===== src/rtl/des_pipe_pkg.sv =====
// Shared constants and helpers for the DES datapath pipeline registers.
// Width/depth choices for DES users and a constant-safe clog2.
package des_pipe_pkg;

  localparam int DES_BLOCK_W = 64;
  localparam int DES_HALF_W  = 32;
  localparam int DES_ROUNDS  = 16;

  function automatic int clog2(input int n);
    int r;
    r = 0;
    for (int i = 0; i < 31; i++) begin
      if ((1 << i) < n) r = i + 1;
    end
    return r;
  endfunction

endpackage


===== src/rtl/des_skid_stage.sv =====
// One 2-entry skid stage: registered in_ready, full throughput.
// The skid slot only fills when main is held, so skid_v implies main_v.
module des_skid_stage
  import des_pipe_pkg::*;
#(
  parameter int WIDTH = 16
) (
  input  logic             clk,
  input  logic             res,
  input  logic             en,
  input  logic             flush,
  input  logic             in_valid,
  output logic             in_ready,
  input  logic [WIDTH-1:0] in_data,
  output logic             out_valid,
  input  logic             out_ready,
  output logic [WIDTH-1:0] out_data,
  output logic [1:0]       occ
);

  logic             main_v_q, main_v_d;
  logic             skid_v_q, skid_v_d;
  logic [WIDTH-1:0] main_q, main_d;
  logic [WIDTH-1:0] skid_q, skid_d;
  logic             accept;
  logic             deliver;

  assign in_ready  = ~skid_v_q & en & ~flush;
  assign accept    = in_valid & in_ready;
  assign deliver   = main_v_q & out_ready & en;
  assign out_valid = main_v_q;
  assign out_data  = main_q;
  assign occ       = {1'b0, main_v_q} + {1'b0, skid_v_q};

  always_comb begin
    main_v_d = main_v_q;
    skid_v_d = skid_v_q;
    main_d   = main_q;
    skid_d   = skid_q;
    if (flush) begin
      main_v_d = 1'b0;
      skid_v_d = 1'b0;
    end else if (en) begin
      if (!main_v_q || deliver) begin
        skid_v_d = 1'b0;
        if (skid_v_q) begin
          main_v_d = 1'b1;
          main_d   = skid_q;
        end else if (accept) begin
          main_v_d = 1'b1;
          main_d   = in_data;
        end else begin
          main_v_d = 1'b0;
        end
      end else if (accept) begin
        skid_v_d = 1'b1;
        skid_d   = in_data;
      end
    end
  end

  always_ff @(posedge clk) begin
    if (res) begin
      main_v_q <= 1'b0;
      skid_v_q <= 1'b0;
      main_q   <= '0;
      skid_q   <= '0;
    end else begin
      main_v_q <= main_v_d;
      skid_v_q <= skid_v_d;
      main_q   <= main_d;
      skid_q   <= skid_d;
    end
  end

endmodule


===== src/rtl/des_pipe_reg.sv =====
// Parametrised DES pipeline register: DEPTH cascaded skid stages
// with global stall, synchronous flush and an occupancy count.
module des_pipe_reg
  import des_pipe_pkg::*;
#(
  parameter int WIDTH = 16,
  parameter int DEPTH = 1
) (
  input  logic                             clk,
  input  logic                             res,
  input  logic                             en,
  input  logic                             flush,
  input  logic                             in_valid,
  output logic                             in_ready,
  input  logic [WIDTH-1:0]                 in_data,
  output logic                             out_valid,
  input  logic                             out_ready,
  output logic [WIDTH-1:0]                 out_data,
  output logic [clog2(2*DEPTH+1)-1:0]      count
);

  localparam int CW = clog2(2*DEPTH+1);

  logic [DEPTH:0]              v;
  logic [DEPTH:0]              r;
  logic [DEPTH:0][WIDTH-1:0]   d;
  logic [DEPTH-1:0][1:0]       occ;
  logic [CW-1:0]               cnt;

  assign v[0]      = in_valid;
  assign d[0]      = in_data;
  assign in_ready  = r[0];
  assign out_valid = v[DEPTH];
  assign out_data  = d[DEPTH];
  assign r[DEPTH]  = out_ready;

  for (genvar k = 0; k < DEPTH; k++) begin : g_stage
    des_skid_stage #(
      .WIDTH(WIDTH)
    ) u_stage (
      .clk      (clk),
      .res      (res),
      .en       (en),
      .flush    (flush),
      .in_valid (v[k]),
      .in_ready (r[k]),
      .in_data  (d[k]),
      .out_valid(v[k+1]),
      .out_ready(r[k+1]),
      .out_data (d[k+1]),
      .occ      (occ[k])
    );
  end

  always_comb begin
    cnt = '0;
    for (int k = 0; k < DEPTH; k++) begin
      cnt = cnt + CW'(occ[k]);
    end
  end

  assign count = cnt;

endmodule

===== config.mk =====
export PLATFORM = sky130hd
export DESIGN_NAME = des_pipe_reg
export DESIGN_NICKNAME = d
export VERILOG_FILES = /design/src/rtl/des_pipe_pkg.sv /design/src/rtl/des_skid_stage.sv /design/src/rtl/des_pipe_reg.sv
export SDC_FILE = /design/constraint.sdc
export NUM_CORES = 1
export LEC_CHECK = 0
export ABC_AREA = 1
export BUFFER_PORTS_ARGS = -buffer_cell sky130_fd_sc_hd__buf_2
export CAP_MARGIN = 25
export CORE_UTILIZATION = 45
export CTS_BUF_LIST = sky130_fd_sc_hd__clkbuf_16
export DETAILED_ROUTE_END_ITERATION = 7
export HOLD_SLACK_MARGIN = 0.02
export PLACE_DENSITY = 0.69
export SLEW_MARGIN = 40
export SYNTH_ARGS = -nofsm -noshare
export SYNTH_HDL_FRONTEND = slang
export SYNTH_SLANG_ARGS = --single-unit
export TNS_END_PERCENT = 100

===== constraint.sdc =====
create_clock -name clk -period 1.7 [get_ports clk]
set_input_delay 0.17 -clock clk [delete_from_list [all_inputs] [get_ports clk]]
set_output_delay 0.17 -clock clk [all_outputs]
set_load 0.005 [all_outputs]

* Yosys cells after proc, flatten, opt, wreduce, memory -nomap -nowiden *
Index checks and enable logic that the tools add are counted.

word-level totals
  bits in registers = 34
  input port bits = 22
  output and inout bits = 20
  word-level logic and storage cells = 28

operators by class
  $add $sub $neg = 1
  muxes and demuxes = 6
  bitwise operators = 8
  reduce and logical (&&, ||, !) cells = 9

operators by type and width
  cell               number
  $mux 16            2
  $reduce_and 4->1   2
  $and 1x1->1        5
  $mux 1             4
  $reduce_and 2->1   2
  $reduce_bool 2->1  2
  $not 1->1          3
  $add 1x1->2        1
  $reduce_or 2->1    1
  $logic_not 1->1    1
  $logic_or 1x1->1   1

* Longest topological paths before layout *
  depth after elaboration = 6
  mapped depth = 9
  depth with buffers taken out = 7

* Worst setup path before layout *
No wires, ideal clock.

  path type = reg-to-reg
  from = register g_stage[0].u_stage.main_v_q
  to = register g_stage[0].u_stage.skid_q[10]
  library setup time = 0.116 ns
  arrival = 1.198 ns
  required time = 1.584 ns
  setup slack = 0.386 ns
  stages on the path, launching flop included = 6
  buffers on the path = 1
  period minus slack after synthesis = 1.314 ns
  cell sequence = dfxtp_1 a21boi_0 nand3_2 clkbuf_1 o21ai_0 nor2_1

between the ends
  longest elaborated chain between the ends = 5

ends and longest elaborated chain
  what                          RTL line              RTL
  from (decl)                   des_skid_stage.sv:21  logic main_v_q, main_v_d;
  from (signal assigned)        des_skid_stage.sv:69  main_v_q <= main_v_d;
  $and 1x1->1 (2 in a row)      des_skid_stage.sv:30  assign deliver = main_v_q & out_ready & en;
  $logic_or 1x1->1 *            des_skid_stage.sv:44  if (!main_v_q || deliver) begin
  $not 1->1 (no line) *         n/a
  $reduce_and 4->1 (no line) *  n/a
  to (signal assigned)          des_skid_stage.sv:72  skid_q <= skid_d;
  to (decl)                     des_skid_stage.sv:24  logic [WIDTH-1:0] skid_q, skid_d;

Mark *: on every way between the ends. The rest lies on a longest branch, timed or not.
A chain may end at the register's enable or synchronous reset.

* Worst setup path after layout *
  from = register g_stage[0].u_stage.skid_v_q
  to = output count[0]

between the ends
  longest elaborated chain between the ends = 1

ends and longest elaborated chain
  what                    RTL line              RTL
  from (decl)             des_skid_stage.sv:22  logic skid_v_q, skid_v_d;
  from (signal assigned)  des_skid_stage.sv:70  skid_v_q <= skid_v_d;
  $add 1x1->2             des_skid_stage.sv:33  assign occ = {1'b0, main_v_q} + {1'b0, skid_v_q};
  to (decl)               des_pipe_reg.sv:19    output logic [clog2(2*DEPTH+1)-1:0] count

No other way between the ends.

==> impl_metrics.yaml <==
floorplan:
  floorplan.io_pins: 42
  core_area_um2: 3740
  std_cell_rows: 22
  floorplan.die.height_um: 65.1
  die_area_um2: 4230
  effective_utilization_at_floorplan_pct: 47.8
  die_w_um: 65.1
flow_run:
  cap_viol_max_count: 0
global_routing:
  grt-busiest-layer: "met2"
  gr-usage-all-layers_pct: 18.4
  gr-usage-met2_pct: 27.5
  gr-usage-met1_pct: 24.6
  grt_remaining_overflow: 0
  groute.layer.met3.usage_pct: 5.81
  grt_antenna_before_repair: 0
  global_route_wire_length_before_repair_um: 5880
  grt_pass1_vias: 1342
  grt_max_degree: 18
yosys:
  syn-mean-instance-area_um2: 6.13
  post-synth-top-area-cell: "sky130_fd_sc_hd__dfxtp_1"
  synth-warning-count: 0
  yosys.cell_types.count: 21
  synth.top_cells.by_area: "sky130_fd_sc_hd__dfxtp_1 (38%), sky130_fd_sc_hd__nor2_1 (17%), sky130_fd_sc_hd__inv_1 (15%)"
  synth_nets: 315
  postSynthRegisterBits: 34
  synth_largest_type_area_fraction_pct: 38.0
  postSynthCellCount: 292
  netlist_area_um2: 1790
  ys_seq_area_share_pct: 38.0
sta:
  period_share_pct: 92.9
  grt_setup_unrepaired: "false"
  timing.final.ws_setup_ns: 0.121
  final-max-slew-violation-count: 0
  finalCriticalPeriod_ns: 1.58
  slew_headroom_pct: 73.8
  fmax_mhz: 633
  hold_viol: 0
  clock-skew-final_ns: 0.00402
  timing.final.setup_violations: 0
  finalSetupTns_ns: 0
  worstMarginPinSlew_ns: 0.393
power_and_ir_drop:
  power.leakage_nw: 1.27
  netSwitchingFraction_pct: 22.4
  vdd.ir_drop.worst_uv: 462
  netSwitchingPower_w: 0.000406
  power_frac_clock_pct: 45.7
  cell_pwr_density_nw_per_um2: 832
  pwr-share-comb_pct: 9.4
  intPower_w: 0.00141
  share_of_total_power_in_sequential_cells_pct: 45.0
cts:
  post-cts-setup-buffer-count: 0
  tritoncts.num_buffers: 5
  post_cts_hold_buffer_count: 0
  clk_pin_slew_worst_paths_ns: 0.05
  clk_latency_ns: 0.27
  cts_max_level: 2
  cts-root-buf: "sky130_fd_sc_hd__clkbuf_16"
  cts_tree: "done"
  clk_path_buf_depth: 2
  cts-resized-gates: 0
  numClockSinks: 34
worst_setup_path:
  cpLargestDelayFamily: "flip-flops"
  slowest_stage: "sky130_fd_sc_hd__dfxtp_1"
  critical_path.reg2reg.startpoint: "g_stage[0].u_stage.out_valid"
  cp_data_arrival_time_ns: 1.41
  critical_path.n_buffers_inverters: 2
  crit_path_end_kind: "output port"
  crit_path_start_kind: "register"
  longest_individual_stage_delay_on_the_worst_path_ns: 0.48
  critical_path_required_ns: 1.53
  path_cells: "buf_4 -> ha_1 -> buf_2"
  criticalPathCategory: "register to output port"
  critical_path_peak_fanout: 17
  crit_start: "g_stage[0].u_stage.skid_v_q"
min_path:
  hold_path_startpoint: "in_data[1]"
  holdCritPathClass: "input port to register"
route:
  remaining_drc_errors: 0
  num_vias: 1623
  drt_iter0_drc: 93
  detail_route.wl_per_cell_um: 9.01
  drtAntennaViolNets: 0
  detail_route.vias_per_cell: 4.24
  drt_first_pass_iters: 4
  wl_um: 3450
placement:
  postPlaceCellArea_um2: 2040
  dp_hpwl_um: 2500
  port_buffers: 41
  post-place-ws_ns: 0.368
  finalWeightedCongestion: 0.801
  placed_cells_incl_taps: 375
status:
  run_status: "finished, final reports clean"
finish:
  fillCellCount: 409
  most-common-layout-cells: "sky130_fd_sc_hd__nor2_1 (81), sky130_fd_sc_hd__inv_1 (71), sky130_fd_sc_hd__nand2_1 (50)"
  design_area_um2: 2180
  synthToLayoutAreaGrowth_pct: 21.7
  layout-drive-gt1-share_pct: 18.2
  finalNetCount: 357
  mostFrequentLayoutCell: "sky130_fd_sc_hd__nor2_1"
  instances_no_fill: 383
  antenna-diode-count: 0
power by group through the flow:
stage | Clock, W | Sequential, W | Combinational, W
6_report | 0.000828 | 0.000815 | 0.000170
5_1_grt | 0.000896 | 0.000816 | 0.000195
4_1_cts | 0.000854 | 0.000815 | 0.000171
3_5_place_dp | 0 | 0.000832 | 0.000170
3_3_place_gp | 0 | 0.000831 | 0.000169
2_1_floorplan | 0 | 0.000832 | 0.000105
metrics by stage:
stage          total power, W  hold slack [ns]  utilization (%)
2_1_floorplan        0.000938            0.315                -
3_3_place_gp          0.00100            0.433             54.5
3_5_place_dp          0.00100            0.442             54.5
4_1_cts               0.00184            0.159             58.2
5_1_grt               0.00191            0.172             58.2
6_report              0.00181            0.160             58.2
cells in the mapped netlist (all sizes together):
cell     n
nor2    81
a21boi   1
nand2   50
clkbuf   4
o21bai   1
nand3    3
buf     10
nand4   16
ha       1
o21ai   16
inv     72
nor3b    1
dfxtp   34
a21oi    2
flip-flops by register name (all words and copies together), names as in the netlist:
name and count:
g_stage.u_stage.skid_q 16, g_stage.u_stage.out_valid 1, g_stage.u_stage.skid_v_q 1, g_stage.u_stage.out_data 16
path summary, 6_finish.rpt:
| kind | endpoint | slack, ns | cells past startpoint |
|---|---|---|---|
| worst min-delay path | g_stage[0].u_stage.skid_q[1] | 0.16 | 3 |
| worst min register to register | g_stage[0].u_stage.skid_q[4] | 0.48 | 2 |
| worst max register to register | g_stage[0].u_stage.skid_q[15] | 0.30 | 5 |
| worst max-delay path | count[0] | 0.12 | 3 |
layer usage:
| layer | vias to the layer above | wire [um] |
|---|---|---|
| met5 | - | 0 |
| met2 | 33 | 1520 |
| met3 | 0 | 176 |
| met1 | 658 | 1760 |
| met4 | 0 | 0 |
| li1 | 932 | - |
layout make-up:
class	count	area, um2	area share (%)
Timing Repair Buffer	49	265	12.2
Multi-Input combinational cell	172	764	35.1
Tap cell	48	60.1	2.76
Sequential cell	34	681	31.2
Clock inverter	3	12.5	0.574
Inverter	72	270	12.4
Clock buffer	5	125	5.74
cells by family (layout without fill, tap and decap cells):
logic type / count (synthesis) / in the layout / share of synthesized area (%)
simple gates: 151 / 151 / 35.3
compound gates: 20 / 20 / 6.71
flops: 34 / 34 / 38.0
fa+ha+maj: 1 / 1 / 0.699
buf+inv: 86 / 129 / 19.2
worst reg2reg max path, stage by stage (launching register included):
cell	delay [ns]
sky130_fd_sc_hd__dfxtp_1	0.38
sky130_fd_sc_hd__a21boi_0	0.30
sky130_fd_sc_hd__nand3_2	0.13
sky130_fd_sc_hd__buf_4	0.20
sky130_fd_sc_hd__o21ai_0	0.19
sky130_fd_sc_hd__nor2_1	0.07
(Power assumes the default switching activity.)
